===== src/rtl/tt_um_hoene_manchester_encoder.sv =====
// Manchester line transmitter for the smart-LED chain.
// Accepts words over a valid/ready handshake into a one-word holding register
// and sends frames made of a preamble of '0' bits, back-to-back data words
// (MSB first) and an idle gap with the line held low.
// Bit encoding: '0' = high then low, '1' = low then high, each half HALF_BIT clocks.
// Optional build macro MANCHESTER_ENCODER_PARITY_EN appends one even-parity
// bit after every word.
module tt_um_hoene_manchester_encoder #(
  parameter int DATA_W        = 8,
  parameter int HALF_BIT      = 4,
  parameter int PREAMBLE_BITS = 8,
  parameter int GAP_BITS      = 4
) (
  input  logic              clk,
  input  logic              rst,
  input  logic [DATA_W-1:0] tx_data,
  input  logic              tx_valid,
  output logic              tx_ready,
  output logic              out,
  output logic              out_clk,
  output logic              busy
);

  // The bit counter covers the longest state: preamble, word (+ parity) or gap.
  localparam int BIT_MAX_A = (PREAMBLE_BITS > DATA_W + 1) ? PREAMBLE_BITS : DATA_W + 1;
  localparam int BIT_MAX   = (BIT_MAX_A > GAP_BITS) ? BIT_MAX_A : GAP_BITS;
  localparam int BIT_W     = (BIT_MAX > 1) ? $clog2(BIT_MAX) : 1;
  localparam int HALF_W    = (HALF_BIT > 1) ? $clog2(HALF_BIT) : 1;

  localparam logic [HALF_W-1:0] HALF_LAST = HALF_W'(HALF_BIT - 1);
  localparam logic [BIT_W-1:0]  PRE_LAST  = BIT_W'(PREAMBLE_BITS - 1);
  localparam logic [BIT_W-1:0]  DATA_LAST = BIT_W'(DATA_W - 1);
  localparam logic [BIT_W-1:0]  GAP_LAST  = BIT_W'(GAP_BITS - 1);

  localparam logic [2:0] S_IDLE     = 3'd0;
  localparam logic [2:0] S_PREAMBLE = 3'd1;
  localparam logic [2:0] S_DATA     = 3'd2;
`ifdef MANCHESTER_ENCODER_PARITY_EN
  localparam logic [2:0] S_PARITY   = 3'd3;
`endif
  localparam logic [2:0] S_GAP      = 3'd4;

  logic [2:0]        state, state_n;
  logic [HALF_W-1:0] half_cnt, half_n;
  logic              phase, phase_n;
  logic [BIT_W-1:0]  bit_cnt, bit_n;
  logic [DATA_W-1:0] shift, shift_n;
  logic [DATA_W-1:0] hold_data;
  logic              hold_valid;
  logic              accept;
  logic              load;
  logic              half_end;
  logic              bit_end;
  logic              word_done;
  logic              out_n;
  logic              out_clk_n;
`ifdef MANCHESTER_ENCODER_PARITY_EN
  logic              parity, parity_n;
`endif

  // Line level for one half of a bit: first half is the inverse of the bit.
  function automatic logic line_level(input logic phase_i, input logic bit_i);
    return ~(phase_i ^ bit_i);
  endfunction

  assign tx_ready = ~hold_valid;
  assign busy     = (state != S_IDLE);
  assign accept   = tx_valid & ~hold_valid;
  assign half_end = (half_cnt == HALF_LAST);
  assign bit_end  = half_end & phase;

  // Next-state, counter and shifter logic; every state change restarts the counters.
  always_comb begin
    state_n   = state;
    half_n    = half_cnt;
    phase_n   = phase;
    bit_n     = bit_cnt;
    shift_n   = shift;
    load      = 1'b0;
    word_done = 1'b0;
`ifdef MANCHESTER_ENCODER_PARITY_EN
    parity_n  = parity;
`endif

    if (state != S_IDLE) begin
      if (half_end) begin
        half_n  = '0;
        phase_n = ~phase;
      end else begin
        half_n  = half_cnt + HALF_W'(1);
      end
      if (bit_end) begin
        bit_n = bit_cnt + BIT_W'(1);
        if (state == S_DATA) shift_n = shift << 1;
      end
    end

    case (state)
      S_IDLE: begin
        if (hold_valid) state_n = S_PREAMBLE;
      end
      S_PREAMBLE: begin
        if (bit_end && bit_cnt == PRE_LAST) begin
          state_n = S_DATA;
          load    = 1'b1;
        end
      end
      S_DATA: begin
        if (bit_end && bit_cnt == DATA_LAST) begin
`ifdef MANCHESTER_ENCODER_PARITY_EN
          state_n = S_PARITY;
`else
          word_done = 1'b1;
`endif
        end
      end
`ifdef MANCHESTER_ENCODER_PARITY_EN
      S_PARITY: begin
        if (bit_end) word_done = 1'b1;
      end
`endif
      S_GAP: begin
        if (bit_end && bit_cnt == GAP_LAST) state_n = S_IDLE;
      end
      default: state_n = S_IDLE;
    endcase

    // At a word boundary a waiting word follows with no preamble and no dead cycle.
    if (word_done) begin
      if (hold_valid) begin
        state_n = S_DATA;
        load    = 1'b1;
      end else begin
        state_n = S_GAP;
      end
    end

    if (load) begin
      shift_n = hold_data;
`ifdef MANCHESTER_ENCODER_PARITY_EN
      parity_n = ^hold_data;
`endif
    end

    if (state_n != state || load) begin
      half_n  = '0;
      phase_n = 1'b0;
      bit_n   = '0;
    end
  end

  // Registered outputs are computed from the next position so the line follows the state without lag.
  always_comb begin
    out_n = 1'b0;
    case (state_n)
      S_PREAMBLE: out_n = line_level(phase_n, 1'b0);
      S_DATA:     out_n = line_level(phase_n, shift_n[DATA_W-1]);
`ifdef MANCHESTER_ENCODER_PARITY_EN
      S_PARITY:   out_n = line_level(phase_n, parity_n);
`endif
      default:    out_n = 1'b0;
    endcase
`ifdef MANCHESTER_ENCODER_PARITY_EN
    out_clk_n = (state_n == S_DATA || state_n == S_PARITY) && phase_n && (half_n == '0);
`else
    out_clk_n = (state_n == S_DATA) && phase_n && (half_n == '0);
`endif
  end

  // FSM, counters and shifter.
  always_ff @(posedge clk or posedge rst) begin
    if (rst) begin
      state    <= S_IDLE;
      half_cnt <= '0;
      phase    <= 1'b0;
      bit_cnt  <= '0;
      shift    <= '0;
    end else begin
      state    <= state_n;
      half_cnt <= half_n;
      phase    <= phase_n;
      bit_cnt  <= bit_n;
      shift    <= shift_n;
    end
  end

`ifdef MANCHESTER_ENCODER_PARITY_EN
  // Parity of the word currently in the shifter, captured at load.
  always_ff @(posedge clk or posedge rst) begin
    if (rst) parity <= 1'b0;
    else     parity <= parity_n;
  end
`endif

  // Holding register: filled on handshake, emptied when the shifter takes the word.
  always_ff @(posedge clk or posedge rst) begin
    if (rst) begin
      hold_valid <= 1'b0;
      hold_data  <= '0;
    end else if (load) begin
      hold_valid <= 1'b0;
    end else if (accept) begin
      hold_valid <= 1'b1;
      hold_data  <= tx_data;
    end
  end

  // Line and bit-clock output registers.
  always_ff @(posedge clk or posedge rst) begin
    if (rst) begin
      out     <= 1'b0;
      out_clk <= 1'b0;
    end else begin
      out     <= out_n;
      out_clk <= out_clk_n;
    end
  end

endmodule


===== config.mk =====
export PLATFORM = sky130hd
export DESIGN_NAME = tt_um_hoene_manchester_encoder
export DESIGN_NICKNAME = d
export VERILOG_FILES = /design/src/rtl/tt_um_hoene_manchester_encoder.sv
export SDC_FILE = /design/constraint.sdc
export NUM_CORES = 1
export LEC_CHECK = 0
export ABC_AREA = 1
export BUFFER_PORTS_ARGS = -buffer_cell sky130_fd_sc_hd__buf_4
export CORE_MARGIN = 1.5
export CORE_UTILIZATION = 51
export CTS_BUF_LIST = sky130_fd_sc_hd__clkbuf_16
export DETAILED_ROUTE_END_ITERATION = 10
export MAX_ROUTING_LAYER = met4
export PLACE_DENSITY = 0.74
export SLEW_MARGIN = 0
export SYNTH_ARGS = -nofsm -noshare
export SYNTH_HDL_FRONTEND = slang
export SYNTH_SLANG_ARGS = --single-unit

===== constraint.sdc =====
create_clock -name clk -period 1.6 [get_ports clk]
set_input_delay 0.24 -clock clk [delete_from_list [all_inputs] [get_ports clk]]
set_output_delay 0.24 -clock clk [all_outputs]
set_load 0.05 [all_outputs]

==> flow_results.org <==
** Timing
- Worst Setup Slack, final :: -138 ps
- Measured against its own limit, the worst slew margin works out to approximately 75%.
- Final setup skew :: a little under 6 ps
- Transition time of the tightest slew-check pin :: 374 ps
- The total count of max-transition violations in the final report is 0.
- Setup repair after global routing could not meet its margin everywhere.
- The number of endpoints with negative hold slack in the final report was 0.
- Hold timing on the final database bottoms out at a slack of about 45 ps.
- Derived from the worst setup path, the maximum achievable clock frequency is roughly 0.58 GHz.
- Crit path time final :: 1740 ps
- Setup violations remaining at the end of the flow were counted as 24.
- Share of the clock period used by the worst path after layout :: 109%

** Logic synthesis
- Fraction of the mapped netlist area in simple logic gates :: 26.5%
- Fraction of synthesized area in multiplexers :: around 4.6%
- Of the synthesized area, sequential elements account for roughly 51%.
- Each instance of the synthesized netlist takes up on average 8.80 um2.
- Flip-flop cell with the highest count after synthesis :: sky130_fd_sc_hd__dfrtp_1
- Yosys top cell by area :: sky130_fd_sc_hd__dfrtp_1
- Sorting the synthesized cells by area gives the leading types as sky130_fd_sc_hd__dfrtp_1 (51%), sky130_fd_sc_hd__nand3_1 (8.4%), sky130_fd_sc_hd__nand2_1 (7.9%).
- By area, the combinational part of the netlist is dominated by simple AND/OR/NAND/NOR gates.
- Area fraction of the dominant cell type after synthesis :: between 50% and 60%
- Of the total synthesized cell area, the portion taken by full adders, half adders and majority gates is about 2.6%.
- Xor-xnor portion of the synthesized cell area :: between 1.5 and 2%
- List of most frequent post-synthesis cells :: sky130_fd_sc_hd__nand2_1 (30), sky130_fd_sc_hd__dfrtp_1 (29), sky130_fd_sc_hd__nand3_1 (24), sky130_fd_sc_hd__inv_1 (22), sky130_fd_sc_hd__nor2_1 (15)
- Mapped Nets :: approximately 180
- Yosys mapped a number of flops with a built-in enable equal to 0.
- Synth async-reset ratio :: 100%
- Count of cell types in the netlist :: 26
- Total of warnings raised by yosys :: 0
- Most used standard cell by instance count after synthesis :: sky130_fd_sc_hd__nand2_1
- The cell area that synthesis handed to floorplanning was about 0.0014 mm2.
- Counting every instance in the synthesized netlist gives around 160.
- Compound-Gate Fraction of Synth Area :: between 5 and 6%
- In this run, synthesis produced a sequential element count of 29.

** Global routing
- The first global-routing pass estimated between 5 and 6 mm of wire.
- Entering global routing, the biggest net connects 30 pins.
- Antenna violations before repair :: 0
- For this run, the total global-route usage over all layers was measured as between 20% and 30%.
- Via count of the first global-routing pass :: around 1.2k
- After global routing the overflow that remains totals 0.

** Worst setup path
- The slowest stage of the critical path is the sky130_fd_sc_hd__dfrtp_1 cell.
- Critical path cell sequence :: ha_2, ha_4, nand2_4, nor2_4, nand3_1, nand2_4, inv_2, nand2_1, nand2_2, nand2_1, nand2_1, nand2_1, nand2_1
- STA puts the critical path data arrival time at about 1900 ps.
- CP Launch Type :: flip-flop
- Worst-path fanout max :: 5
- By instance count, the cell type seen most on the critical path is sky130_fd_sc_hd__nand2_1.
- For the worst setup path, the data required time is 1760 ps.
- The setup path with the least slack is of type flip-flop to flip-flop.
- Maximum cell stage delay along the critical path :: 360 ps
- Worst setup EP type :: flip-flop

** Routing
- In the routed design, unresolved DRC markers number 0.
- Average wire length per cell after detail routing :: between 10 and 15 um
- Via density per instance :: between 5 and 6
- Detailed routing inserted a total of around 1.2k vias.
- Drt first pass iters :: 4
- The detail route stage leaves a number of antenna-violating nets equal to 0.
- The routed design has about 2.9 mm of wire.
- In this run, the number of DRC markers left after iteration 0 of detailed routing was 46.

** Clock network
- At the later pin of the worst-skew pair, clock insertion delay measures 270 ps.
- Clock sinks :: 29
- Master cell of the clock root buffer :: sky130_fd_sc_hd__clkbuf_16
- Clock Pin Slew Worst Setup and Hold Paths :: roughly 50 ps
- The clock passes through at most 2 buffers.
- Num CTS Buffers :: 5
- TritonCTS built the clock tree.
- Depth of the CTS H-tree :: 2

** Die
- Die extent in y :: between 50 and 60 um
- The die is ~56 um wide.
- In this run the count of I/O pins placed on the die edge is 15.
- Initial standard-cell utilization of the core :: a little over half
- Standard-cell row count :: 19
- The total area inside the core boundary comes to roughly 0.0027 mm2.
- Die Footprint :: ~0.0031 mm2

** Placed design
- Placed Cells :: about 220
- Input/output buffers :: 14
- Routability-driven placement finished with a final weighted congestion of ~0.81.
- Timing analysis after detailed placement gives a worst setup slack of -123 ps.
- After legalization and detailed placement, the total HPWL measured 1.95 mm.
- The placed instances occupy a cell area of 0.00167 mm2.

** Flow run
- Across the run, the number of max-cap violations was 0.

** Worst hold path
- The path class of the tightest hold or removal check is primary input to asynchronous set/reset pin.

** Finish
- After filler insertion, the fill cell instance count of the layout stands at between 150 and 200.
- For this run, the number of standard cells in the final layout without fillers is about 230.
- The post-route netlist has around 34% of its cells at a drive strength greater than 1.
- Signed area change from the synthesized netlist to the final layout :: 31.5%
- Diode count :: 0
- The final layout contains 210 nets.
- Summing all flip-flop and latch instances after layout gives ~730 um2.
- Area of all placed cells without fillers :: between 0.0015 and 0.002 mm2
- Multi-input gate area in the final layout :: between 600 and 700 um2

** Power and ir drop
- Pwr per Cell Area :: between 1000 and 1500 mW/mm2
- VDD sags by at most around 1100 uV.
- Final Power :: ~2.3 mW
- Summed over all cells, the static leakage comes to roughly 0.98 nW.

** Outcome
- Outcome :: finished with violations
- The final reports fail on negative setup slack.
-- logic make-up after synthesis --
family	count (synthesis)
fa+ha+maj	3
mux	6
xor+xnor	3
compound gates	14
buf+inv	27
flops	29
simple gates	81
-- what timing repair did --
| item | in CTS | in global routing |
|---|---|---|
| gates resized for setup | 10 | 6 |
| pin swaps | 4 | 4 |
| hold buffers | 0 | 0 |
| setup buffers | 1 | 2 |
| endpoints found under the setup margin | 23 | 24 |
-- metal layers --
| metal | track usage, % | share of wire [%] | vias to the layer above |
|---|---|---|---|
| met5 | - | 0 | - |
| met4 | 9.86 | 1.5 | 0 |
| met3 | 3.72 | 2.6 | 5 |
| met2 | 31.4 | 49 | 18 |
| met1 | 28.4 | 47 | 575 |
| li1 | - | - | 595 |
-- final cells by class --
| cell class | instances | area share, % |
|---|---|---|
| inverter | 24 | 4.78 |
| multi-input combinational | 107 | 36.1 |
| sequential | 29 | 38.5 |
| timing repair buffer | 29 | 11.5 |
| clock buffer | 5 | 6.64 |
| clock inverter | 2 | 0.398 |
| tap | 31 | 2.06 |
-- per-stage QoR --
step	TNS, ps	util, %
2_1_floorplan	0	-
3_3_place_gp	-84.1	61.5
3_5_place_dp	-954	61.5
4_1_cts	-606	68.1
5_1_grt	-4660	69.6
6_report	-1890	69.6
-- power breakdown --
group / switching, mW / internal, mW
clock: 0.291 / 0.553
sequential: 0.0594 / 0.829
combinational: 0.293 / 0.234
total: 0.643 / 1.62
-- registers in the layout, indices dropped and copies added (netlist names) --
name        flops
bit_cnt         4
half_cnt        2
hold_data       8
hold_valid      1
out             1
out_clk         1
phase           1
shift           8
state           3
-- path summary, 6_finish.rpt --
check,from,endpoint,slack [ps],depth (start not counted)
worst max-delay path,half_cnt[0],out,-140,13
worst min-delay path,rst,hold_data[2],40,3
worst max register to register,half_cnt[0],out,-140,13
worst min register to register,hold_data[5],shift[5],490,2
max in group asynchronous,rst,bit_cnt[3],1270,3
min in group clk,tx_data[3],hold_data[3],200,2
-- placed cells by master (no fill, tap or decap), types with 2 or more instances in the layout --
master / netlist / routed
sky130_fd_sc_hd__nand4_1: 2 / 2
sky130_fd_sc_hd__xor2_1: 3 / 3
sky130_fd_sc_hd__nand3_4: 0 / 2
sky130_fd_sc_hd__nand2_4: 1 / 4
sky130_fd_sc_hd__nand3_2: 2 / 3
sky130_fd_sc_hd__nand2_2: 3 / 4
sky130_fd_sc_hd__nor2_4: 1 / 2
sky130_fd_sc_hd__nand2_1: 30 / 26
sky130_fd_sc_hd__nand3_1: 24 / 21
sky130_fd_sc_hd__inv_1: 22 / 22
sky130_fd_sc_hd__nor2_1: 15 / 12
sky130_fd_sc_hd__a21oi_1: 4 / 3
sky130_fd_sc_hd__a21oi_2: 1 / 2
sky130_fd_sc_hd__dfrtp_1: 29 / 29
sky130_fd_sc_hd__nor2_2: 2 / 4
sky130_fd_sc_hd__clkbuf_16: 0 / 5
sky130_fd_sc_hd__buf_4: 1 / 29
sky130_fd_sc_hd__inv_2: 2 / 3
sky130_fd_sc_hd__mux2_2: 5 / 5
sky130_fd_sc_hd__o21ai_0: 6 / 6
-- critical path: cells and delay by family (launching register included) --
kind                     cells  cell delay (ps)
AND/OR/NAND/NOR             10              860
adder cells (fa/ha/maj)      2              370
flip-flops                   1              360
buffers and inverters        1               50
(Power assumes the default switching activity.)
